==> src/rtl/magcomp_pkg.sv <==
// Shared types and elaboration helpers for the sequential magnitude comparator.
package magcomp_pkg;

    typedef enum logic [1:0] {
        IDLE,
        RUN,
        DONE
    } state_t;

    // Smallest legal counter width, so a single-slice build still has a 1-bit index.
    localparam int MIN_IDX_W = 1;

    function automatic int ndig(input int width, input int digit);
        return (digit < 1) ? 1 : width / digit;
    endfunction

    function automatic int idx_width(input int n);
        return (n > 1) ? $clog2(n) : MIN_IDX_W;
    endfunction

endpackage

==> src/rtl/mag_comp_slice.sv <==
// Combinational DIGIT-bit magnitude compare; the most significant differing bit decides.
module mag_comp_slice #(
    parameter int DIGIT = 4
) (
    input  logic [DIGIT-1:0] a_s,
    input  logic [DIGIT-1:0] b_s,
    output logic             eq,
    output logic             gt,
    output logic             lt
);

    logic above_eq;

    // NOTE: always_comb assigns every output before the loop so no path can infer a latch.
    always_comb begin
        above_eq = 1'b1;
        gt       = 1'b0;
        lt       = 1'b0;
        for (int i = DIGIT - 1; i >= 0; i--) begin
            gt       = gt | (above_eq & a_s[i] & ~b_s[i]);
            lt       = lt | (above_eq & ~a_s[i] & b_s[i]);
            above_eq = above_eq & ~(a_s[i] ^ b_s[i]);
        end
        eq = above_eq;
    end

endmodule

==> src/rtl/seq_mag_comp.sv <==
// Multi-cycle magnitude comparator: scans DIGIT-bit slices MSB first, with optional early exit.
module seq_mag_comp
    import magcomp_pkg::*;
#(
    parameter int WIDTH      = 32,
    parameter int DIGIT      = 4,
    parameter int EARLY_EXIT = 1
) (
    input  logic             clk,
    input  logic             rst,
    input  logic             start,
    input  logic             signed_mode,
    input  logic [WIDTH-1:0] a,
    input  logic [WIDTH-1:0] b,
    output logic             busy,
    output logic             done,
    output logic             both_equal,
    output logic             a_greater,
    output logic             b_greater
);

    localparam int NDIG  = ndig(WIDTH, DIGIT);
    localparam int IDX_W = idx_width(NDIG);
    localparam logic [IDX_W-1:0] LAST     = IDX_W'(NDIG - 1);
    localparam logic [WIDTH-1:0] MSB_MASK = WIDTH'(1) << (WIDTH - 1);

    if (DIGIT < 1 || (WIDTH % DIGIT) != 0) begin : g_bad_params
        $error("seq_mag_comp: WIDTH (%0d) must be a positive multiple of DIGIT (%0d)", WIDTH, DIGIT);
    end

    state_t           state;
    logic [WIDTH-1:0] opa;
    logic [WIDTH-1:0] opb;
    logic [IDX_W-1:0] idx;
    logic             decided;
    logic             dec_gt;

    logic [DIGIT-1:0] a_sl [NDIG];
    logic [DIGIT-1:0] b_sl [NDIG];
    logic             sl_eq;
    logic             sl_gt;
    logic             sl_lt;
    logic             accept;
    logic [WIDTH-1:0] flip;

    // Slice 0 is the most significant digit, so the index counts up as the scan proceeds.
    always_comb begin
        for (int i = 0; i < NDIG; i++) begin
            a_sl[i] = opa[WIDTH-1-i*DIGIT -: DIGIT];
            b_sl[i] = opb[WIDTH-1-i*DIGIT -: DIGIT];
        end
    end

    mag_comp_slice #(.DIGIT(DIGIT)) u_slice (
        .a_s (a_sl[idx]),
        .b_s (b_sl[idx]),
        .eq  (sl_eq),
        .gt  (sl_gt),
        .lt  (sl_lt)
    );

    assign accept = start && (state != RUN);
    // Flipping the sign bit maps two's complement onto an unsigned order (offset binary).
    assign flip   = signed_mode ? MSB_MASK : '0;

    // NOTE: state registers use non-blocking assignments so every flop samples pre-edge values.
    always_ff @(posedge clk or posedge rst) begin
        if (rst) begin
            state      <= IDLE;
            busy       <= 1'b0;
            done       <= 1'b0;
            both_equal <= 1'b0;
            a_greater  <= 1'b0;
            b_greater  <= 1'b0;
            idx        <= '0;
            opa        <= '0;
            opb        <= '0;
            decided    <= 1'b0;
            dec_gt     <= 1'b0;
        end else begin
            done <= 1'b0;
            if (accept) begin
                state      <= RUN;
                busy       <= 1'b1;
                opa        <= a ^ flip;
                opb        <= b ^ flip;
                idx        <= '0;
                decided    <= 1'b0;
                dec_gt     <= 1'b0;
                both_equal <= 1'b0;
                a_greater  <= 1'b0;
                b_greater  <= 1'b0;
            end else begin
                case (state)
                    RUN: begin
                        if (EARLY_EXIT != 0 && !sl_eq) begin
                            a_greater <= sl_gt;
                            b_greater <= sl_lt;
                            state     <= DONE;
                            busy      <= 1'b0;
                            done      <= 1'b1;
                        end else if (idx == LAST) begin
                            // The earliest (most significant) difference wins over later slices.
                            if (decided) begin
                                a_greater <= dec_gt;
                                b_greater <= !dec_gt;
                            end else if (sl_eq) begin
                                both_equal <= 1'b1;
                            end else begin
                                a_greater <= sl_gt;
                                b_greater <= sl_lt;
                            end
                            state <= DONE;
                            busy  <= 1'b0;
                            done  <= 1'b1;
                        end else begin
                            idx <= idx + 1'b1;
                            if (!decided && !sl_eq) begin
                                decided <= 1'b1;
                                dec_gt  <= sl_gt;
                            end
                        end
                    end
                    DONE:    state <= IDLE;
                    default: state <= IDLE;
                endcase
            end
        end
    end

endmodule

==> config.mk <==
export PLATFORM = sky130hd
export DESIGN_NAME = seq_mag_comp
export DESIGN_NICKNAME = d
export VERILOG_FILES = /design/src/rtl/magcomp_pkg.sv /design/src/rtl/mag_comp_slice.sv /design/src/rtl/seq_mag_comp.sv
export SDC_FILE = /design/constraint.sdc
export NUM_CORES = 1
export LEC_CHECK = 0
export ABC_AREA = 1
export CORE_ASPECT_RATIO = 0.8
export CORE_MARGIN = 2
export CORE_UTILIZATION = 45
export DETAILED_ROUTE_END_ITERATION = 10
export PLACE_DENSITY = 0.79
export SYNTH_ARGS = -nofsm -noshare
export SYNTH_HDL_FRONTEND = slang
export SYNTH_SLANG_ARGS = --single-unit
==> constraint.sdc <==
create_clock -name clk -period 2.6 [get_ports clk]
set_clock_uncertainty 0.2 [all_clocks]
set_input_delay 0.26 -clock clk [delete_from_list [all_inputs] [get_ports clk]]
set_output_delay 0.26 -clock clk [all_outputs]
set_load 0.02 [all_outputs]
==> results.toml <==
[status]
status = "completed"

[route]
vias = 3509
avgRoutedWirePerCell_um = 13.5
vias_per_cell = 4.92
drc = 0
ant_nets = 0
drtPass1Iterations = 5
first_iter_violations = 237
routed_wl_mm = 9.59

[floorplan]
core_area_um2 = 8480
die_h_um = 87.4
start_util = 0.462
rows = 30
die_x_um = 108
die-area_um2 = 9470
io_pins = 73

[sta]
tns_ns = 0
post-route-period-util = 0.971
worst_slew_pin_slew_ns = 0.681
maxSlewViolCount = 0
setup_viol = 0
setup_slack_ns = 0.0763
min_period_ns = 2.52
max_slew_margin = 0.546
hold_violations = 0
max_freq_mhz = 396

[synth]
ys_seq_elements = 76
synth.distinct_cells = 27
yosys.area.top_type = "dfrtp_1"
synthCells = 520
yosysMostFrequentCell = "nand2_1"
async_reset_ff_frac = 1.00
ys_top_cells_by_count = "nand2_1, dfrtp_1, inv_1, o21ai_0, nand3_1"
synthTopCellsByArea = "dfrtp_1, nand2_1, o21ai_0, inv_1, nand3_1"
netlist.area_leader.share = 0.486
yosysWarnings = 0
syn_area_um2 = 3920
synth_seq_area_share = 0.486
synth_area_per_cell_um2 = 7.53
synth-main-ff-cell = "dfrtp_1"
synth-edff-count = 0
syn_nets = 592

[worst_setup_path]
crit_fanout = 6
path_class = "reg2reg"
reg2reg_to = "b_greater$_DFFE_PP0P_"
reg2reg_from = "idx[0]$_DFFE_PP0P_"
start_kind = "flop"
cp.required_ns = 2.68
worstPathArrival_ns = 2.61
critPathCaptureType = "flop"
rrSetupSlack_ns = 0.08
r2r_cells = 14

[clocking]
cts_tree = "done"
cts_root_buf = "clkbuf_8"
htree_levels = 3
cts_buffers = 9
clkTransAtPathRegs_ns = 0.08
clock_path_buffers = 2
cts_sinks = 76
clock_latency_ns = 0.36

[layout]
drive_gt1_frac = 0.116
fill_cells = 763
antenna-diode-count = 0
multiInputGateArea_um2 = 1640
fin_util = 0.605
regArea_um2 = 1900
area_growth_pct = 31.1
final_nets = 668

[global_routing]
grtUsageTotal = 0.215
grt_pass1_wl_mm = 15.9
grt_pass1_vias = 3434
grt_max_degree = 73
antenna_found_initial = 0
grt_overflow_total = 0

[hold_path]
holdCritPathClass = "in2reg"
min-delay-start = "b[19]"
min_delay_worst_endpoint = "b_sl[19]$_DFFE_PP0P_"
hold_depth = 3

[placed_design]
place_ws_ns = -0.0658
port_buffers = 72
place_congestion = 0.904
hpwl_mm = 6.60

[flow_run]
cap_violations = 0

[pwr]
power_leakage_uw = 0.00254
p_per_area_nw_per_um2 = 1010
vdd_drop_max_uv = 422
[layout by cell type (no fill, tap or decap), types with 5 or more instances in the layout]
cell / n
nor2_1: 14
dfrtp_1: 74
o21ai_0: 60
inv_2: 5
nand2_1: 184
clkdlybuf4s50_1: 72
nand2_2: 6
o21ai_2: 7
nand3_1: 45
buf_4: 14
clkbuf_8: 11
inv_1: 66
[layer usage]
metal,GRT usage,vias to the layer above,wire length (µm)
li1,-,1759,-
met1,0.293,1621,4450
met5,0,-,0
met2,0.336,112,4430
met4,0.0921,0,138
met3,0.0456,17,566
[sequential cells by signal, summed over array words and instances (netlist names)]
register and flops:
a_sl 32, done 1, decided 1, idx 3
both_equal 1, busy 1, b_greater 1, b_sl 32
a_greater 1, state 2, dec_gt 1
[layout make-up]
| type | count | share of cell area |
|---|---|---|
| flip-flops and latches | 76 | 0.371 |
| clock inverters | 4 | 0.0185 |
| multi-input cells | 344 | 0.320 |
| repair buffers | 91 | 0.175 |
| clock buffers | 12 | 0.0302 |
| well taps | 112 | 0.0273 |
| inverters | 74 | 0.0575 |
[logic make-up (layout without fill, tap and decap cells)]
logic type | after synthesis | count (layout) | share of synthesized area
AND/OR/NAND/NOR | 259 | 259 | 0.276
buffers and inverters | 100 | 181 | 0.114
AO/OA/AOI/OAI | 79 | 79 | 0.106
flip-flops | 76 | 76 | 0.486
adder cells (fa/ha/maj) | 4 | 4 | 0.0128
XOR/XNOR | 2 | 2 | 0.00448
[critical path, stage by stage (launching register included)]
cell and delay (ns):
dfrtp_2 0.50, buf_6 0.16, o21ai_0 0.18, o21ai_0 0.12, inv_1 0.08, o21ai_2 0.08
ha_4 0.29, nand3_2 0.09, nand2_1 0.11, nand2_1 0.08, nor2_2 0.10, nand2_1 0.06
nand3_1 0.09, nand3_1 0.11, o21ai_2 0.18
[worst max-delay path by stage]
| stage | from | endpoint | slack (ns) |
|---|---|---|---|
| finish | idx[0]$_DFFE_PP0P_ | b_greater$_DFFE_PP0P_ | 0.08 |
| global route | idx[0]$_DFFE_PP0P_ | b_greater$_DFFE_PP0P_ | -0.04 |
| CTS | idx[0]$_DFFE_PP0P_ | idx[2]$_DFFE_PP0P_ | 0.02 |
| detailed placement | idx[0]$_DFFE_PP0P_ | idx[2]$_DFFE_PP0P_ | -0.07 |
| global placement | idx[0]$_DFFE_PP0P_ | idx[0]$_DFFE_PP0P_ | 0.15 |
| floorplan | rst | a_greater$_DFFE_PP0P_ | 0.20 |
[timing repair]
item,in CTS,in global routing
hold endpoints to repair,12,0
endpoints found under the setup margin,6,10
hold buffers,1,0
resized for setup,1,29
pin swaps,0,11
setup buffers,0,5
gates cloned,0,0
[per-stage QoR]
stage	cells	instance area (µm²)	hold WS, ns	power, µW
after global placement	691	4750	0.263	3740
after detailed placement	691	4750	0.255	3840
after floorplan	520	3920	0.177	3290
after CTS	708	5010	0.226	4980
after global routing	713	5130	0.242	5620
final	713	5130	0.233	5190
[power by group]
| part | switching, µW | internal [µW] | total, µW |
|---|---|---|---|
| logic | 1400 | 832 | 2240 |
| clock network | 437 | 689 | 1130 |
| registers | 178 | 1650 | 1830 |
Power figures use the tool's default switching activity.
